## config.mk

```make
export PLATFORM = sky130hd
export DESIGN_NAME = ring_uart_tx
export DESIGN_NICKNAME = d
export VERILOG_FILES = /design/src/rtl/ring_uart_pkg.sv /design/src/rtl/uart_baud_counter.sv /design/src/rtl/ring_uart_tx.sv
export SDC_FILE = /design/constraint.sdc
export NUM_CORES = 1
export LEC_CHECK = 0
export CAP_MARGIN = 5
export CORE_MARGIN = 10
export CORE_UTILIZATION = 55
export DETAILED_ROUTE_END_ITERATION = 12
export PLACE_DENSITY_LB_ADDON = 0.3
export SYNTH_ARGS = -nofsm -noshare
export SYNTH_HDL_FRONTEND = slang
export SYNTH_HIERARCHICAL = 1
export SYNTH_SLANG_ARGS = --single-unit
```

## constraint.sdc

```tcl
create_clock -name clk -period 9.3 [get_ports clk]
set_clock_uncertainty 0.15 [all_clocks]
set_input_delay 2.325 -clock clk [delete_from_list [all_inputs] [get_ports clk]]
set_output_delay 2.325 -clock clk [all_outputs]
set_load 0.02 [all_outputs]
```

## src/rtl/ring_uart_pkg.sv

```systemverilog
// Shared constants for the ring-buffer UART drain stage: FSM encoding, default baud divisor, frame length helper.
// Latency: n/a (definitions only).
// Backpressure: n/a.
package ring_uart_pkg;

    // FSM state encoding
    localparam logic [2:0] IDLE   = 3'd0;
    localparam logic [2:0] START  = 3'd1;
    localparam logic [2:0] DATA   = 3'd2;
    localparam logic [2:0] PARITY = 3'd3;
    localparam logic [2:0] STOP   = 3'd4;

    // 100 MHz clock at 115200 baud
    localparam int CLKS_PER_BIT_DEFAULT = 868;

    // Clock cycles occupied by one complete frame, start bit through last stop bit
    function automatic int frame_cycles(input int width, input int clks_per_bit,
                                        input int stop_bits, input int parity_bits);
        return (1 + width + parity_bits + stop_bits) * clks_per_bit;
    endfunction

endpackage

```

## src/rtl/uart_baud_counter.sv

```systemverilog
// Bit-period timer: counts 0..CLKS_PER_BIT-1 and flags the last cycle of each bit.
// Latency: bit_end is combinational from the count; clear takes effect on the next edge.
// Backpressure: none; clear holds the count at zero.
module uart_baud_counter #(
    parameter int CLKS_PER_BIT = 868
) (
    input  logic clk,
    input  logic rstn,
    input  logic clear,
    output logic bit_end
);

    localparam int CW = $clog2(CLKS_PER_BIT);

    logic [CW-1:0] count;

    assign bit_end = (count == CW'(CLKS_PER_BIT - 1));

    // Count within a bit period, restarting at zero after the terminal count or on clear
    always_ff @(posedge clk or negedge rstn) begin
        if (!rstn) begin
            count <= '0;
        end else if (clear || bit_end) begin
            count <= '0;
        end else begin
            count <= count + 1'b1;
        end
    end

endmodule

```

## src/rtl/ring_uart_tx.sv

```systemverilog
// Drains the ring buffer one word at a time and sends each as a UART frame (start, LSB-first data, stop).
// Latency: start bit appears 1 cycle after the dequeue edge; back-to-back frames have no idle gap.
// Backpressure: pops only when enable_i=1 and empty_i=0 at a frame boundary; optional parity via RING_UART_TX_PARITY_EN.
module ring_uart_tx
    import ring_uart_pkg::*;
#(
    parameter int WIDTH        = 8,
    parameter int CLKS_PER_BIT = CLKS_PER_BIT_DEFAULT,
    parameter int STOP_BITS    = 1
) (
    input  logic             clk,
    input  logic             rstn,
    input  logic             enable_i,
    input  logic             empty_i,
    output logic             dequeue_o,
    input  logic [WIDTH-1:0] data_i,
    output logic             tx_o,
    output logic             busy_o,
    output logic             frame_done_o
);

    localparam int IW = $clog2(WIDTH + 1);

    logic [2:0]       state_q, state_nxt;
    logic [WIDTH-1:0] shift_q, shift_nxt;
    logic [IW-1:0]    idx_q, idx_nxt;
    logic             tx_q, tx_nxt;
    logic             bit_end;
    logic             last_stop;
    logic             start_ok;
    logic             baud_clear;
`ifdef RING_UART_TX_PARITY_EN
    logic             par_q;
`endif

    // Final cycle of the final stop bit; the only point besides IDLE where a new word may be popped
    assign last_stop  = (state_q == STOP) && bit_end && (idx_q == IW'(STOP_BITS - 1));
    // Gated by rstn so the buffer is never popped while this block is held in reset
    assign start_ok   = rstn & enable_i & ~empty_i & ((state_q == IDLE) | last_stop);
    assign baud_clear = start_ok | (state_q == IDLE);

    uart_baud_counter #(
        .CLKS_PER_BIT (CLKS_PER_BIT)
    ) u_baud (
        .clk     (clk),
        .rstn    (rstn),
        .clear   (baud_clear),
        .bit_end (bit_end)
    );

    // State, shift register, bit index and the registered serial line
    always_ff @(posedge clk or negedge rstn) begin
        if (!rstn) begin
            state_q <= IDLE;
            shift_q <= '0;
            idx_q   <= '0;
            tx_q    <= 1'b1;
`ifdef RING_UART_TX_PARITY_EN
            par_q   <= 1'b0;
`endif
        end else begin
            state_q <= state_nxt;
            shift_q <= shift_nxt;
            idx_q   <= idx_nxt;
            tx_q    <= tx_nxt;
`ifdef RING_UART_TX_PARITY_EN
            // Parity is taken from the whole word at pop time, before any shifting
            if (start_ok) begin
                par_q <= ^data_i;
            end
`endif
        end
    end

    // Next-state logic; the line level is derived from the next state so tx_o can be a plain flop
    always_comb begin
        state_nxt = state_q;
        shift_nxt = shift_q;
        idx_nxt   = idx_q;
        tx_nxt    = 1'b1;

        case (state_q)
            IDLE: begin
                state_nxt = IDLE;
            end
            START: begin
                if (bit_end) begin
                    state_nxt = DATA;
                    idx_nxt   = '0;
                end
            end
            DATA: begin
                if (bit_end) begin
                    shift_nxt = shift_q >> 1;
                    if (idx_q == IW'(WIDTH - 1)) begin
                        idx_nxt = '0;
`ifdef RING_UART_TX_PARITY_EN
                        state_nxt = PARITY;
`else
                        state_nxt = STOP;
`endif
                    end else begin
                        idx_nxt = idx_q + 1'b1;
                    end
                end
            end
`ifdef RING_UART_TX_PARITY_EN
            PARITY: begin
                if (bit_end) begin
                    state_nxt = STOP;
                    idx_nxt   = '0;
                end
            end
`endif
            STOP: begin
                if (bit_end) begin
                    if (last_stop) begin
                        state_nxt = IDLE;
                        idx_nxt   = '0;
                    end else begin
                        idx_nxt = idx_q + 1'b1;
                    end
                end
            end
            default: begin
                state_nxt = IDLE;
                idx_nxt   = '0;
            end
        endcase

        // A pop always lands in START, both from IDLE and straight out of the last stop cycle
        if (start_ok) begin
            state_nxt = START;
            shift_nxt = data_i;
            idx_nxt   = '0;
        end

        case (state_nxt)
            START:   tx_nxt = 1'b0;
            DATA:    tx_nxt = shift_nxt[0];
`ifdef RING_UART_TX_PARITY_EN
            PARITY:  tx_nxt = par_q;
`endif
            default: tx_nxt = 1'b1;
        endcase
    end

    // Outputs decoded from current state
    always_comb begin
        dequeue_o    = start_ok;
        busy_o       = (state_q != IDLE);
        frame_done_o = last_stop;
        tx_o         = tx_q;
    end

endmodule
```

==> results of run 1 <==
-- synth_stat cells (2+ instances only) --
| cell | n |
|---|---|
| a21o_2 | 6 |
| a21oi_1 | 6 |
| a22o_1 | 4 |
| a22o_2 | 3 |
| and2_1 | 2 |
| buf_2 | 2 |
| clkbuf_1 | 3 |
| dfrtp_1 | 25 |
| ha_1 | 3 |
| inv_1 | 8 |
| mux2i_1 | 2 |
| nand2_1 | 10 |
| nand3_1 | 5 |
| nand3b_1 | 2 |
| nand4_1 | 3 |
| nand4bb_1 | 2 |
| nor2_1 | 12 |
| nor3_1 | 2 |
| nor4b_1 | 2 |
| nor4bb_1 | 2 |
| o21ai_0 | 8 |
| o31ai_1 | 2 |
| or2_2 | 2 |
| or3_1 | 3 |
| xor2_1 | 2 |
-- per-layer routing --
| metal | track usage, % | vias up | wire (um) | share of wire (%) |
|---|---|---|---|---|
| met1 | 13.8 | 559 | 1210 | 42 |
| met2 | 19.7 | 21 | 1530 | 53 |
| met4 | 4.30 | 0 | 29 | 1.0 |
| met5 | 0 | - | 0 | 0 |
| met3 | 3.07 | 4 | 100 | 3.5 |
| li1 | - | 547 | - | - |
-- cell type report --
class	count	area [um2]	area share (%)
clock buffer	3	22.5	1.35
inverter	8	30.0	1.80
multi-input combinational	100	727	43.5
timing repair buffer	18	173	10.3
clock inverter	1	30.0	1.80
sequential	26	652	39.0
tap	30	37.5	2.25
-- metrics by stage --
step                      worst slack [ps]  area (um2)  hold slack, ps  std cells
after floorplan                       3670        1440             306        140
after global placement                1960        1620             317        182
after detailed placement              1930        1620             319        182
after CTS                             1910        1670             352        186
after global routing                  1770        1670             378        186
final                                 1980        1670             358        186
-- logic make-up after synthesis --
family                     Yosys count  synth area share [%]
and+or+nand+nor                     52                  21.9
AOI/OAI and AO/OA                   39                  22.0
DFF                                 26                  45.2
buffers and inverters               14                  4.34
xor gates and xnor gates             3                  1.82
muxes                                3                  2.17
adders and majority gates            3                  2.60
-- state kept, by name (all words and copies together) (netlist names) --
name / cells
idx_q: 4
tx_o: 1
u_baud/count: 10
shift_q: 8
state_q: 3
-- final timing paths --
| kind | endpoint | cells past startpoint | slack [ps] | startpoint |
|---|---|---|---|---|
| min in group asynchronous | u_baud/count[8] | 2 | 2200 | rstn |
| max in group asynchronous | tx_o | 2 | 6490 | rstn |
| max | dequeue_o | 5 | 1980 | rstn |
| max reg2reg | u_baud/count[9] | 9 | 6040 | u_baud/count[3] |
| min | shift_q[3] | 1 | 360 | shift_q[3] |
| min reg2reg | shift_q[3] | 1 | 360 | shift_q[3] |
-- power groups by stage --
stage	registers [W]	logic [W]	clock network, W
after floorplan	0.000154	0.0000529	0
after global placement	0.000158	0.0000696	0
after detailed placement	0.000159	0.0000721	0
after CTS	0.000157	0.0000728	0.0000797
after global routing	0.000160	0.0000822	0.0000839
final	0.000157	0.0000717	0.0000771
-- cell usage in the layout, fill, tap and decap left out, types with 3 or more instances in the layout --
cell type / synthesis / final
nand2_1: 10 / 10
a22o_2: 3 / 3
nor2_1: 12 / 12
a22o_1: 4 / 4
buf_4: 0 / 3
clkbuf_4: 0 / 3
ha_1: 3 / 3
inv_1: 8 / 8
nand4_1: 3 / 3
o21ai_0: 8 / 8
nand3_1: 5 / 5
a21oi_1: 6 / 6
a21o_2: 6 / 6
clkdlybuf4s50_1: 0 / 15
or3_1: 3 / 3
dfrtp_1: 25 / 25
==> flow_metrics.py, run 1 <==
metrics = {
    "final_layout": {
        "diodes": 0,
        "drive_gt1_share_pct": 15.4,
        "utilization_pct": 66.9,
        "n_fill_cell": 190,
        "layout.nets": 172,
        "syn2layout_area_growth_pct": 16.0,
    },
    "clock_tree": {
        "cts_tree": "built",
        "post_cts_buffers": 0,
        "clkLatencyLatePin_ps": 320,
        "root_buffer": "clkbuf_4",
        "cts_buffers": 3,
        "cts_num_sinks": 26,
        "h-tree-depth": 1,
        "clk_pin_slew_ps": 140,
        "holdBufCountCts": 0,
        "post_cts_resized": 0,
        "cts_buffer_depth": 2,
    },
    "setup_path": {
        "cp-end-kind": "primary output",
        "critPathMostFrequentCell": "clkdlybuf4s50_1",
        "slowest_stage": "a2111oi_4",
        "critPathBufInv": 3,
        "worstSetupPathType": "in2out",
        "required_ps": 6830,
        "critPathLaunchType": "primary input",
        "critical_path.max_fanout": 27,
        "crit_chain": "clkdlybuf4s50_1 -> buf_4 -> nand3b_1 -> a2111oi_4 -> clkdlybuf4s50_1",
        "cpPeakStageDelay_ps": 780,
        "crit_arrival_ps": 4840,
        "critPathTopFamily": "buffers and inverters",
    },
    "detailed_routing": {
        "drt_iter0_markers": 90,
        "route.vias.total": 1131,
        "wl_um": 2870,
        "firstDrtPassIters": 4,
        "avgViaCountPerCell": 6.08,
        "ant_nets": 0,
        "drc_errors": 0,
        "wire_per_inst_um": 15.4,
    },
    "global_route": {
        "grt_pass1_vias": 1106,
        "grt_pass1_wl_um": 4990,
        "grt_max_degree": 28,
        "overflow": 0,
        "gr-usage-all-layers_pct": 11.7,
        "antenna_found_initial": 0,
    },
    "pwr": {
        "ir_drop_mv": 0.136,
        "p_leak_nw": 0.675,
        "power_density_mw_per_mm2": 183,
        "power.share.switching_pct": 29.3,
        "p_comb_share_pct": 23.5,
        "seq_power_share_pct": 51.3,
        "total_power_w": 0.000305,
        "clock_power_share_pct": 25.2,
        "internal-power_w": 0.000216,
        "switchingPower_w": 0.0000894,
    },
    "timing": {
        "setup_viol": 0,
        "max-slew-margin-rel_pct": 46.9,
        "fmax_mhz": 137,
        "final.setup.tns_ps": 0,
        "min_period_over_period_pct": 78.7,
        "tightestPinTransition_ps": 796,
        "fin_crit_ps": 7320,
        "hold_viol_final": 0,
        "rsz0062_at_grt": "false",
        "maxSlewViolCount": 0,
    },
    "logic_synthesis": {
        "async_flop_share_pct": 100,
        "netlist.area_leader.share_pct": 43.4,
        "synth.net_count": 155,
        "yosysTopAreaCell": "dfrtp_1",
        "ys_seq_area_share_pct": 45.2,
        "synth.area.top_cells": "dfrtp_1, a21o_2, nor2_1",
        "synth_cell_types": 44,
        "yosysWarnings": 6,
        "netlist_area_mm2": 0.00144,
        "synth-seq-cells": 26,
        "synth_edf_count": 0,
        "yosys_most_used_dff": "dfrtp_1",
        "syn_area_per_cell_um2": 10.3,
        "netlist_instances": 140,
    },
    "placed_design": {
        "portBuffers": 15,
        "gp_routability_congestion": 0.812,
        "place_hpwl_um": 2110,
    },
    "run_status": {
        "status": "completed",
    },
    "die": {
        "die_area_mm2": 0.00507,
        "rows": 18,
        "io_pins": 16,
        "start_util_pct": 57.7,
        "core_mm2": 0.00250,
        "fp.dieW_um": 71.2,
        "die_y_um": 71.2,
    },
    "job": {
        "drv_cap": 0,
    },
    "min_path": {
        "hp-class": "reg2reg",
    },
}
Note: power is estimated with default switching activity, not from simulation.
==> inputs of run 2 (changes only) <==
clock period = 7.6 ns   (was 9.3 ns; I/O delays follow)
==> flow_metrics.py, run 2 (synthesized netlist as in run 1, its figures left out) <==
metrics = {
    "run_status": {
        "status": "completed",
    },
    "setup_path": {
        "cp-end-kind": "primary output",
        "critPathLaunchType": "primary input",
        "reg2reg_from": "u_baud/count[3]",
        "cpPeakStageDelay_ps": 630,
        "worstSetupPathType": "in2out",
        "required_ps": 5550,
        "slowest_stage": "clkdlybuf4s50_1",
        "crit_chain": "clkdlybuf4s50_1 -> buf_4 -> nand3b_1 -> a2111oi_4 -> buf_4 -> clkdlybuf4s50_1",
        "crit_arrival_ps": 4090,
        "rrSetupSlack_ps": 4660,
        "worstSetupStartpoint": "rstn",
        "critPathBufInv": 4,
        "critPathTopFamily": "buffers and inverters",
        "critical_path.max_fanout": 27,
    },
    "global_route": {
        "gr-usage-all-layers_pct": 11.9,
        "overflow": 0,
        "grt_max_degree": 28,
        "antenna_found_initial": 0,
        "grt_pass1_vias": 1145,
        "grt_pass1_wl_um": 5080,
    },
    "pwr": {
        "p_comb_share_pct": 23.7,
        "p_leak_nw": 0.681,
        "total_power_w": 0.000379,
        "power.share.switching_pct": 30.1,
        "power_density_mw_per_mm2": 226,
        "ir_drop_mv": 0.176,
        "clock_power_share_pct": 25.3,
        "switchingPower_w": 0.000114,
        "seq_power_share_pct": 51.0,
        "internal-power_w": 0.000265,
    },
    "min_path": {
        "min_from": "shift_q[2]",
        "hp-class": "reg2reg",
    },
    "detailed_routing": {
        "firstDrtPassIters": 4,
        "drc_errors": 0,
        "avgViaCountPerCell": 6.08,
        "wire_per_inst_um": 16.2,
        "route.vias.total": 1137,
        "drt_iter0_markers": 85,
        "ant_nets": 0,
        "wl_um": 3030,
    },
    "clock_tree": {
        "cts_buffers": 3,
        "holdBufCountCts": 0,
        "clkLatencyLatePin_ps": 330,
        "post_cts_resized": 0,
        "post_cts_buffers": 0,
        "root_buffer": "clkbuf_4",
        "cts_num_sinks": 26,
        "clk_pin_slew_ps": 140,
        "cts_buffer_depth": 2,
        "h-tree-depth": 1,
        "cts_tree": "built",
    },
    "timing": {
        "maxSlewViolCount": 0,
        "tightestPinTransition_ps": 459,
        "hold_viol_final": 0,
        "final.setup.tns_ps": 0,
        "rsz0062_at_grt": "false",
        "fmax_mhz": 163,
        "max-slew-margin-rel_pct": 69.4,
        "fin_crit_ps": 6140,
        "min_period_over_period_pct": 80.8,
        "setup_viol": 0,
    },
    "final_layout": {
        "drive_gt1_share_pct": 15.9,
        "layout.nets": 173,
        "utilization_pct": 67.2,
        "fin_cells": 187,
        "n_fill_cell": 200,
        "diodes": 0,
        "final_common_cell": "dfrtp_1",
        "final_cell_mix": "dfrtp_1, clkdlybuf4s50_1, nor2_1",
        "largest_reg_flops": 10,
        "syn2layout_area_growth_pct": 16.5,
        "top_regs": "u_baud/count x10, shift_q x8, idx_q x4",
        "regMostFlops": "u_baud/count",
        "design_area_mm2": 0.00168,
    },
    "placed_design": {
        "dp.cells": 183,
        "portBuffers": 15,
        "gp_routability_congestion": 0.817,
        "place_area_mm2": 0.00163,
        "place_hpwl_um": 2180,
    },
    "die": {
        "start_util_pct": 57.7,
        "rows": 18,
        "io_pins": 16,
        "fp.dieW_um": 71.2,
        "die_y_um": 71.2,
        "core_mm2": 0.00250,
        "die_area_mm2": 0.00507,
    },
    "job": {
        "drv_cap": 0,
    },
}
run 2: layout make-up:
type | instances | area, um2 | area share (%)
clock buffers | 3 | 22.5 | 1.34
clock inverters | 1 | 30.0 | 1.79
inverters | 8 | 30.0 | 1.79
multi-input cells | 100 | 727 | 43.3
flip-flops and latches | 26 | 652 | 38.8
well taps | 30 | 37.5 | 2.24
repair buffers | 19 | 180 | 10.7
run 2: metrics by stage:
step,setup slack [ps],hold WS (ps)
detailed placement,1410,326
floorplan,2820,306
global route,1300,386
global placement,1430,317
finish,1460,357
CTS,1420,358
run 2: worst register-to-register path, cell delays in order, from the launching register on:
cell and delay (ps):
dfrtp_1 440, or4_4 580, nor3_1 190, buf_4 220
nand4bb_4 170, a2111oi_4 360, buf_4 240, or2_2 170
nand2b_1 130, o32a_1 140, o31ai_1 60
run 2: per-layer routing:
metal	vias up	track usage (%)	wire, um
met5	-	0	0
li1	546	-	-
met4	0	3.01	12
met2	24	21.0	1570
met1	565	13.6	1340
met3	2	3.49	106
run 2: final timing paths:
path | endpoint | cells past startpoint
worst max-delay path | dequeue_o | 6
worst min-delay path | shift_q[2] | 1
worst max register to register | u_baud/count[9] | 10
worst min register to register | shift_q[2] | 1
max in group asynchronous | tx_o | 2
min in group asynchronous | u_baud/count[1] | 2
run 2: power groups by stage:
stage	sequential, W	combinational [W]	clock [W]
after floorplan	0.000188	0.0000648	0
after global placement	0.000193	0.0000855	0
after detailed placement	0.000195	0.0000897	0
after CTS	0.000192	0.0000911	0.0000976
after global routing	0.000197	0.0000990	0.000103
final	0.000193	0.0000899	0.0000959
